==> config.mk <==
export PLATFORM = sky130hd
export DESIGN_NAME = hack_writeback
export DESIGN_NICKNAME = d
export VERILOG_FILES = /design/src/rtl/hack_writeback.sv
export SDC_FILE = /design/constraint.sdc
export NUM_CORES = 1
export LEC_CHECK = 0
export BUFFER_PORTS_ARGS = -buffer_cell sky130_fd_sc_hd__buf_2
export CORE_ASPECT_RATIO = 0.75
export CORE_MARGIN = 5
export CORE_UTILIZATION = 54
export CTS_CLUSTER_DIAMETER = 80
export CTS_CLUSTER_SIZE = 20
export DETAILED_ROUTE_END_ITERATION = 10
export PLACE_DENSITY = 0.92
export SLEW_MARGIN = 30
export SYNTH_ARGS = -nofsm -noshare
export SYNTH_HDL_FRONTEND = slang
export SYNTH_SLANG_ARGS = --single-unit
export TNS_END_PERCENT = 10
==> constraint.sdc <==
create_clock -name clk -period 1.8 [get_ports clk]
set_input_delay 0.36 -clock clk [delete_from_list [all_inputs] [get_ports clk]]
set_output_delay 0.36 -clock clk [all_outputs]
set_load 0.01 [all_outputs]
==> src/rtl/hack_writeback.sv <==
// hack_writeback: Hack CPU commit stage (A/D/PC update, dest-M memory write, jumps); optional WB_HALT_DETECT_EN.
module hack_writeback #(
  parameter int PC_W = 15,
  parameter logic [PC_W-1:0] RESET_PC = '0
) (
  input  logic            clk,
  input  logic            rst_n,
  input  logic            in_valid,
  output logic            in_ready,
  input  logic [15:0]     instr,
  input  logic [15:0]     alu_out,
  input  logic            zr,
  input  logic            ng,
  output logic            mem_we,
  output logic [14:0]     mem_addr,
  output logic [15:0]     mem_wdata,
  input  logic            mem_ready,
  output logic [15:0]     a_reg,
  output logic [15:0]     d_reg,
  output logic [PC_W-1:0] pc,
  output logic            retired,
  output logic            halted
);
  typedef enum logic {IDLE, MEMWAIT} state_t;
  state_t state, state_nx;
  logic [15:0] l_instr, l_alu, c_instr, c_alu;
  logic [14:0] l_olda, c_olda;
  logic l_zr, l_ng, c_zr, c_ng;
  logic accept, go_mem, commit, take;
  assign accept = in_valid && in_ready;
  assign go_mem = accept && instr[15] && instr[3];
  // In IDLE the live inputs commit directly; MEMWAIT replays the latched copy.
  assign c_instr = state == IDLE ? instr : l_instr;
  assign c_alu = state == IDLE ? alu_out : l_alu;
  assign c_zr = state == IDLE ? zr : l_zr;
  assign c_ng = state == IDLE ? ng : l_ng;
  assign c_olda = state == IDLE ? a_reg[14:0] : l_olda;
  assign commit = state == IDLE ? accept && !go_mem : mem_ready;
  assign take = c_instr[15] && ((c_instr[2] && c_ng) || (c_instr[1] && c_zr) || (c_instr[0] && !c_zr && !c_ng));
  assign in_ready = state == IDLE && !halted;
  assign mem_we = state == MEMWAIT;
  assign mem_addr = l_olda;
  assign mem_wdata = l_alu;
  always_comb begin
    state_nx = state;
    state_nx = state == IDLE ? (go_mem ? MEMWAIT : IDLE) : (mem_ready ? IDLE : MEMWAIT);
  end
`ifndef WB_HALT_DETECT_EN
  assign halted = 1'b0;
`endif
  always_ff @(posedge clk or negedge rst_n) begin
    if (!rst_n) begin
      state <= IDLE;
      a_reg <= '0;
      d_reg <= '0;
      pc <= RESET_PC;
      retired <= 1'b0;
      l_instr <= '0;
      l_alu <= '0;
      l_olda <= '0;
      l_zr <= 1'b0;
      l_ng <= 1'b0;
`ifdef WB_HALT_DETECT_EN
      halted <= 1'b0;
`endif
    end else begin
      state <= state_nx;
      retired <= commit;
      if (accept) begin
        l_instr <= instr;
        l_alu <= alu_out;
        l_olda <= a_reg[14:0];
        l_zr <= zr;
        l_ng <= ng;
      end
      if (commit) begin
        if (!c_instr[15]) a_reg <= {1'b0, c_instr[14:0]};
        else if (c_instr[5]) a_reg <= c_alu;
        if (c_instr[15] && c_instr[4]) d_reg <= c_alu;
        pc <= take ? c_olda[PC_W-1:0] : pc + PC_W'(1);
`ifdef WB_HALT_DETECT_EN
        if (take && c_olda[PC_W-1:0] == pc) halted <= 1'b1;
`endif
      end
    end
  end
endmodule

==> results.json, run 1 <==
{
  "register_area_um2": 2460,
  "yosys_register_bits": 98,
  "max_freq_mhz": 555,
  "yosysSeqAreaShare_pct": 50.0,
  "p_leak_uw": 0.00306,
  "synth_top_cell_by_area": "dfrtp_1",
  "layout.nets": 698,
  "ir_worst_vdd_mv": 0.786,
  "cts_tree": "yes",
  "rsz0062_at_grt": "true",
  "critPathArrivalTime_ps": 1440,
  "area_delta_synth_final_pct": 25.2,
  "clkTransAtPathRegs_ps": 70,
  "antenna_found_initial": 0,
  "wirelength_um": 14600,
  "path_max_fanout": 21,
  "drive_gt1_share_pct": 30.7,
  "path_cells": "buf_4 -> buf_2",
  "dpl_cell_area_um2": 5750,
  "vias_per_cell": 5.89,
  "final_area_um2": 6150,
  "slew_viol_final": 0,
  "cts_buffers": 9,
  "ys_top_cells_by_area": "dfrtp_1 50%, nand2_1 13%, mux2i_1 8.2%",
  "maxSlewHeadroom_pct": 63.6,
  "hold_path.class": "input pin to flop",
  "num-fill-cells": 702,
  "diodes": 0,
  "slowest_stage": "dfrtp_2",
  "critPathBufInv": 2,
  "slowest_delay_ps": 490,
  "wire_per_inst_um": 18.8,
  "yosys_most_used_dff": "dfrtp_1",
  "outcome": "finished with violations",
  "fin_crit_ps": 1800,
  "worst_pin_slew_ps": 546,
  "yosys_warnings": 0,
  "dr.pass1.iters": 5,
  "cp_top_family": "buffers and inverters",
  "end_kind": "output pin",
  "htree_levels": 3,
  "core-area_um2": 8970,
  "netlist_instances": 532,
  "yosysUniqueCellTypes": 52,
  "ant_nets": 0,
  "cts_buffer_depth": 2,
  "dp_hpwl_um": 10300,
  "clock_latency_ps": 350,
  "grt_pass1_vias": 4507,
  "grt_pass1_wl_um": 23700,
  "grt_max_degree": 49,
  "multiInputGateArea_um2": 2330,
  "netlist_area_um2": 4910,
  "violations": "setup timing",
  "synth-edff-count": 0,
  "cts_root_buf": "clkbuf_16",
  "async_flop_share_pct": 100,
  "fin_crit_sh_pct": 100,
  "synth_top_area_share_pct": 50.0,
  "boundaryPins": 120,
  "path_class": "flop to output pin",
  "drt_iter0_markers": 483,
  "skew_ps": 4.39,
  "power_uw": 7890,
  "hold_viol_final": 0,
  "clock_sinks": 98,
  "drv_cap": 0,
  "portBuffers": 118,
  "cp.required_ps": 1440,
  "setup_slack_ps": -0.989,
  "dieArea_um2": 11100,
  "vias": 4569,
  "syn-mean-instance-area_um2": 9.23,
  "syn_nets": 571,
  "start_util_pct": 54.7,
  "drc": 0,
  "dpl_worst_slack_ps": -87.4,
  "gp_congestion": 0.856,
  "die-width_um": 120,
  "p_per_area_nw_per_um2": 1280,
  "die_h_um": 92.6,
  "rows": 30,
  "grt-ovfl-total": 0,
  "grt_usage_pct": 27.3,
  "startpoint_type": "flop",
  "setup_viol": 1
}
-- per-layer routing --
layer,part of all wire [%],track usage [%],vias to the layer above
li1,-,-,2072
met1,41,35.9,2229
met2,48,44.2,243
met3,9.2,7.63,25
met4,1.7,8.20,0
met5,0,0,-
-- cell usage in the layout, fill, tap and decap left out, types with 4 or more instances in the layout --
master,n
mux2i_1,40
clkbuf_16,9
nand3_1,5
buf_4,25
and3_1,7
buf_12,4
buf_2,117
a211oi_1,4
nand2_1,174
mux2_2,19
o22a_1,4
nor2_1,33
nor3_1,4
inv_1,5
dfrtp_1,95
a21oi_1,35
o21ai_0,18
-- final cells by class --
class,instances,share of cell area [%]
sequential,98,40.0
multi-input combinational,395,37.9
timing repair buffer,148,14.2
clock buffer,9,3.66
tap,112,2.28
clock inverter,7,1.53
inverter,7,0.427
-- final timing paths --
path	start	end	slack, ps	cells past startpoint
hold / removal	instr[7]	l_instr[7]	220	3
setup reg to reg	mem_we	d_reg[7]	20	7
min in group asynchronous	rst_n	mem_addr[11]	470	2
max in group asynchronous	rst_n	d_reg[9]	790	3
setup / recovery	mem_we	mem_we	-1	2
hold reg to reg	l_instr[11]	l_instr[11]	470	2
-- power breakdown --
group | internal, uW | switching, uW | total, uW
Sequential | 2790 | 629 | 3420
Clock | 1220 | 867 | 2080
Combinational | 1050 | 1340 | 2390
-- worst register-to-register path, delay by kind of cell (launching register included) --
| kind | cells | cell delay (ps) |
|---|---|---|
| flops | 1 | 490 |
| simple gates | 4 | 590 |
| buf+inv | 2 | 480 |
| compound gates | 1 | 140 |
-- synthesized netlist by cell type, types with 3 or more instances --
cell and count:
a21oi_1 35, a311oi_1 3, nor2_1 34, inv_1 5
mux2_2 19, o211ai_1 3, dfrtp_1 98, buf_1 3
o22a_1 4, o32ai_1 3, nand3_1 5, o21ai_0 18
and3_1 7, clkbuf_1 15, nand2_1 174, mux2i_1 40
nor3_1 4, o21ai_1 3, buf_2 12, a211oi_1 5
nor2b_1 3
-- kinds of logic after synthesis --
logic type               after synthesis  share of synthesized area (%)
adder cells (fa/ha/maj)                1                          0.255
AND/OR/NAND/NOR                      240                           20.5
flip-flops                            98                           50.0
other                                  1                         0.0764
multiplexers                          59                           12.5
buffers and inverters                 39                           3.44
AO/OA/AOI/OAI                         94                           13.3
-- timing repair --
action / CTS / global route
hold buffers: 1 / 0
pin swaps: 1 / 3
setup endpoints to repair: 2 / 22
endpoints found under the hold margin: 22 / 0
gates resized for setup: 2 / 6
setup buffers: 0 / 4
cloned: 0 / 0
-- per-stage QoR --
stage / cells / util, % / setup TNS, ps / hold WS (ps)
global route: 776 / 68.5 / -574 / 223
detailed placement: 755 / 64.1 / -155 / 288
floorplan: 532 / - / 0 / 64.4
finish: 776 / 68.5 / -0.989 / 216
CTS: 772 / 67.9 / 0 / 205
global placement: 755 / 64.1 / -74.7 / 289
(Power assumes the default switching activity.)
==> run 2: changes to the inputs <==
--- a/config.mk
+++ b/config.mk
@@ -5,6 +5,7 @@
 export SDC_FILE = /design/constraint.sdc
 export NUM_CORES = 1
 export LEC_CHECK = 0
+export ABC_AREA = 1
 export BUFFER_PORTS_ARGS = -buffer_cell sky130_fd_sc_hd__buf_2
 export CORE_ASPECT_RATIO = 0.75
 export CORE_MARGIN = 5
@@ -12,7 +13,7 @@
 export CTS_CLUSTER_DIAMETER = 80
 export CTS_CLUSTER_SIZE = 20
 export DETAILED_ROUTE_END_ITERATION = 10
-export PLACE_DENSITY = 0.92
+export PLACE_DENSITY = 0.91
 export SLEW_MARGIN = 30
 export SYNTH_ARGS = -nofsm -noshare
 export SYNTH_HDL_FRONTEND = slang
==> run 2 against run 1 <==
  * The flow now finishes without violations
  * Clock skew increased by 0.80 ps
  * Non-clock buffer count shrank 13
  * Cell area down 0.53%
  * Synthesized cell count up 22%
  * Register-to-register slack better by 80 ps
  * Global-route usage down 2.7 points
  * Combinational power grew 11%
  * Critical path depth up 7
  * Flip-flop and latch count unchanged
  * Core utilization fell by 1.2 points
  * Die area rose by 2.5%
  * Critical path type is now flop to flop
  * Largest power group unchanged
==> results.json, run 2 <==
{
  "max_freq_mhz": 587,
  "ant_nets": 0,
  "dp_cells": 878,
  "slowest_delay_ps": 440,
  "path_class": "flop to flop",
  "cp_top_family": "simple AND/OR/NAND/NOR gates",
  "syn-mean-instance-area_um2": 7.78,
  "path_max_fanout": 17,
  "setup_slack_ps": 97.7,
  "netlist_instances": 649,
  "grt_max_degree": 42,
  "clock_latency_ps": 350,
  "dp_hpwl_um": 9950,
  "die_h_um": 93.7,
  "synth_top_area_share_pct": 48.6,
  "whs_path_depth": 3,
  "vias": 4796,
  "skew_ps": 5.19,
  "fin_crit_ps": 1700,
  "end_kind": "flop",
  "worst_pin_slew_ps": 516,
  "synth_most_common_cell": "nand2_1",
  "clock_sinks": 98,
  "drc": 0,
  "rows": 30,
  "boundaryPins": 120,
  "drv_cap": 0,
  "p_per_area_nw_per_um2": 1300,
  "syn_nets": 688,
  "yosys_most_used_dff": "dfrtp_1",
  "final_cell_count_no_fill": 896,
  "wire_per_inst_um": 15.1,
  "drive_gt1_share_pct": 25.4,
  "crit_start": "mem_we",
  "cts_tree": "yes",
  "startpoint_type": "flop",
  "outcome": "finished clean",
  "yosysSeqAreaShare_pct": 48.6,
  "grt-ovfl-total": 0,
  "cts_buffers": 9,
  "layout_common_cells": "218 x nand2_1, 117 x buf_2, 97 x dfrtp_1, 92 x o21ai_0, 70 x inv_1",
  "vias_per_cell": 5.35,
  "dr.pass1.iters": 5,
  "p_leak_uw": 0.00327,
  "layout.nets": 802,
  "synth_top_cell_by_area": "dfrtp_1",
  "fin_crit_sh_pct": 94.6,
  "yosys_register_bits": 98,
  "min-delay-start": "zr",
  "async_flop_share_pct": 100,
  "hold_viol_final": 0,
  "grt_pass1_wl_um": 22100,
  "grt_pass1_vias": 4635,
  "netlist_area_um2": 5050,
  "r2r_cells": 9,
  "slowest_stage": "dfrtp_2",
  "hold_path.class": "input pin to flop",
  "synth-edff-count": 0,
  "r2r-start": "mem_we",
  "die-width_um": 122,
  "diodes": 0,
  "ys_top_cells_by_area": "dfrtp_1 49%, nand2_1 16%, o21ai_0 9.1%",
  "cts_buffer_depth": 2,
  "cp.required_ps": 2040,
  "ir_worst_vdd_mv": 0.701,
  "power_uw": 7960,
  "dpl_worst_slack_ps": 84.4,
  "cts_root_buf": "clkbuf_16",
  "dieArea_um2": 11400,
  "finish.utilization_pct": 67.3,
  "critPathBufInv": 1,
  "maxSlewHeadroom_pct": 65.6,
  "layout_commonest_cell": "nand2_1",
  "fin_setup_tns_ps": 0,
  "core-area_um2": 9080,
  "clkTransAtPathRegs_ps": 60,
  "path_cells": "buf_4 -> nand2_1 -> o21ai_1 -> nand2_2 -> nand3_4 -> nand2_4 -> nand2_2 -> nand3_1 -> nand2_1",
  "wirelength_um": 13500,
  "yosysUniqueCellTypes": 33,
  "start_util_pct": 55.6,
  "cts_post_setup_buffers_inserted": 0,
  "slew_viol_final": 0,
  "yosys_warnings": 0,
  "drt_iter0_markers": 476,
  "setup_viol": 0,
  "portBuffers": 118,
  "critPathArrivalTime_ps": 1940,
  "antenna_found_initial": 0,
  "area_delta_synth_final_pct": 21.2,
  "gp_congestion": 0.926,
  "grt_usage_pct": 24.6,
  "synthTopCellsByCount": "218 x nand2_1, 98 x dfrtp_1, 92 x o21ai_0",
  "path_depth": 9,
  "rsz0062_at_grt": "true",
  "htree_levels": 3
}
==> run 2: where the power goes <==
| part | switching (uW) | internal (uW) |
|---|---|---|
| sequential | 547 | 2790 |
| clock | 826 | 1150 |
| combinational | 1620 | 1030 |
| total | 2990 | 4960 |
==> run 2: layer usage <==
layer / track usage [%] / vias up / routed length (um)
met2: 39.2 / 224 / 6260
met1: 32.7 / 2255 / 5700
met3: 6.08 / 35 / 1210
met5: 0 / - / 0
met4: 8.96 / 0 / 354
li1: - / 2282 / -
==> run 2: cells by family (layout without fill, tap and decap cells) <==
kind of cell / after synthesis / in the layout / share of synthesized area (%)
AND/OR/NAND/NOR: 302 / 303 / 25.5
other: 1 / 1 / 0.0743
AO/OA/AOI/OAI: 130 / 130 / 14.4
buffers and inverters: 109 / 227 / 9.79
XOR/XNOR: 8 / 8 / 1.39
flip-flops: 98 / 98 / 48.6
adder cells (fa/ha/maj): 1 / 1 / 0.248
==> run 2: worst paths after layout <==
kind / end / slack [ps]
setup / recovery: pc[10] / 100
hold / removal: l_zr / 240
setup reg to reg: pc[10] / 100
hold reg to reg: l_instr[10] / 480
max in group asynchronous: d_reg[1] / 640
min in group asynchronous: d_reg[2] / 520
==> run 2: metrics by stage <==
step	hold WS [ps]	cell area (um^2)
final	244	6110
after floorplan	64.4	5050
after CTS	239	6080
after detailed placement	360	5770
after global placement	346	5770
after global routing	246	6110
==> run 2: cell type report <==
cell class,count,area (um^2)
clock buffers,12,256
clock inverters,4,50.0
fillers,731,2970
inverters,76,302
multi-input cells,443,2120
flip-flops and latches,98,2450
well taps,128,160
repair buffers,135,773
==> run 2: worst register-to-register path, cell delays in order (launching register included) <==
cell	delay [ps]
dfrtp_2	440
buf_4	200
nand2_1	70
o21ai_1	100
nand2_2	110
nand3_4	230
nand2_4	250
nand2_2	70
nand3_1	70
nand2_1	60
==> run 2: what timing repair did <==
| item | CTS | global route |
|---|---|---|
| hold buffers | 1 | 0 |
| endpoints found under the setup margin | 0 | 32 |
| endpoints found under the hold margin | 33 | 0 |
| resized for setup | 0 | 7 |
==> run 3: changes to the inputs <==
--- a/config.mk
+++ b/config.mk
@@ -13,7 +13,7 @@
 export CTS_CLUSTER_DIAMETER = 80
 export CTS_CLUSTER_SIZE = 20
 export DETAILED_ROUTE_END_ITERATION = 10
-export PLACE_DENSITY = 0.91
+export PLACE_DENSITY_LB_ADDON = 0.08
 export SLEW_MARGIN = 30
 export SYNTH_ARGS = -nofsm -noshare
 export SYNTH_HDL_FRONTEND = slang
==> run 3 against run 2 <==
  * The flow now finishes with violations (hold timing)
  * Core utilization down 0.15 points
  * Critical path depth is 1 lower
  * Cell area shrank 0.23%
  * Hold slack lost 250 ps
  * Cell count down 0.11%
  * Flip-flop and latch count is the same
  * First-iteration DRC count decreased by 43%
  * Sequential power hardly changed
  * Global-route usage shrank 0.89 points
  * Non-clock buffer count stayed put
  * Critical path type unchanged
  * Largest cell class unchanged
  * Highest routed layer unchanged
==> results.json, run 3 (synthesis gave the netlist of run 2 again) <==
{
  "outcome": "finished with violations",
  "violations": "hold timing",
  "rows": 30,
  "layout_commonest_cell": "nand2_1",
  "grt-ovfl-total": 0,
  "wirelength_um": 12700,
  "cts_post_setup_buffers_inserted": 0,
  "htree_levels": 3,
  "p_per_area_nw_per_um2": 1300,
  "fin_setup_tns_ps": 0,
  "p_leak_uw": 0.00327,
  "vias": 4545,
  "area_delta_synth_final_pct": 20.9,
  "antenna_found_initial": 0,
  "slew_viol_final": 0,
  "skew_ps": 3.98,
  "r2r_cells": 8,
  "cts_root_buf": "clkbuf_16",
  "fin_crit_ps": 1670,
  "hold_ws_ps": -3.78,
  "grt_pass1_vias": 4441,
  "cts_buffers": 9,
  "regToRegSetupSlack_ps": 130,
  "hold_viol_final": 1,
  "r2r-start": "mem_we",
  "drv_cap": 0,
  "diodes": 0,
  "clkTransAtPathRegs_ps": 60,
  "cp.required_ps": 2030,
  "boundaryPins": 120,
  "fin_crit_sh_pct": 93.0,
  "die_h_um": 93.7,
  "setup_viol": 0,
  "startpoint_type": "flop",
  "num-fill-cells": 825,
  "grt_max_degree": 60,
  "portBuffers": 118,
  "cts_buffer_depth": 2,
  "gp_congestion": 0.851,
  "ir_worst_vdd_mv": 0.663,
  "rsz0062_at_grt": "false",
  "ant_nets": 0,
  "clock_sinks": 98,
  "maxSlewHeadroom_pct": 66.3,
  "grt_usage_pct": 23.7,
  "drt_iter0_markers": 270,
  "drc": 0,
  "grt_pass1_wl_um": 21500,
  "core-area_um2": 9080,
  "hold_path.class": "input pin to asynchronous set/reset pin",
  "layout_common_cells": "218 x nand2_1, 117 x buf_2, 97 x dfrtp_1, 92 x o21ai_0, 70 x inv_1",
  "critPathArrivalTime_ps": 1910,
  "cts_tree": "yes",
  "timing.rr.end": "pc[1]",
  "dr.pass1.iters": 5,
  "wire_per_inst_um": 14.2,
  "end_kind": "flop",
  "vias_per_cell": 5.08,
  "clock_latency_ps": 340,
  "layout.nets": 801,
  "path_class": "flop to flop",
  "max_freq_mhz": 597,
  "dieArea_um2": 11400,
  "drive_gt1_share_pct": 25.6,
  "die-width_um": 122,
  "dp_hpwl_um": 9570,
  "worst_pin_slew_ps": 506,
  "path_max_fanout": 14,
  "start_util_pct": 55.6
}
run 3: where the power goes:
group | total, uW | internal, uW | switching (uW)
Combinational | 2560 | 1020 | 1540
Sequential | 3310 | 2790 | 522
Clock | 2070 | 1250 | 815
Total | 7940 | 5060 | 2880
run 3: area by class of cell:
| cell class | instances | area (um^2) | area share, % |
|---|---|---|---|
| flip-flops and latches | 98 | 2450 | 40.2 |
| clock buffers | 11 | 243 | 3.98 |
| clock inverters | 5 | 77.6 | 1.27 |
| multi-input cells | 442 | 2110 | 34.6 |
| well taps | 128 | 160 | 2.63 |
| repair buffers | 135 | 758 | 12.4 |
| inverters | 76 | 297 | 4.86 |
run 3: worst max-delay path by stage:
stage	startpoint	to	slack [ps]	depth (start not counted)
after global routing	mem_we	pc[1]	20	8
after global placement	mem_we	a_reg[6]	140	9
after floorplan	mem_we	a_reg[13]	230	10
after CTS	mem_we	a_reg[7]	70	9
final	mem_we	pc[1]	130	8
after detailed placement	mem_we	a_reg[7]	70	9
run 3: worst max-delay path: stages (launching register included):
cell	delay (ps)
dfrtp_2	470
buf_4	200
o21ai_1	230
nand2_2	100
nand3_4	110
buf_4	200
nand3_1	90
nand3_1	100
nand2_1	60
run 3: per-layer routing:
layer  up-vias  part of all wire, %  track usage, %  routed length [um]
met5         -                    0               0                   0
met1      2116                   46            32.7                5890
met3        17                  7.2            6.80                 922
met4         0                  1.4            5.50                 184
li1       2276                    -               -                   -
met2       136                   45            37.1                5740
run 3: timing repair:
item | in CTS | in global routing
endpoints found under the setup margin | 0 | 17
hold buffers | 0 | 0
resized for setup | 0 | 4
run 3: per-stage QoR:
step                total power, uW  instances  utilization, %  worst slack, ps  instance area (um^2)
detailed placement             5900        879            63.4             73.9                  5760
floorplan                      4860        649               -              227                  5050
global placement               5830        879            63.4              141                  5760
global route                   8490        895            67.2             24.2                  6100
CTS                            7990        895            67.0             66.6                  6080
finish                         7940        895            67.2              125                  6100
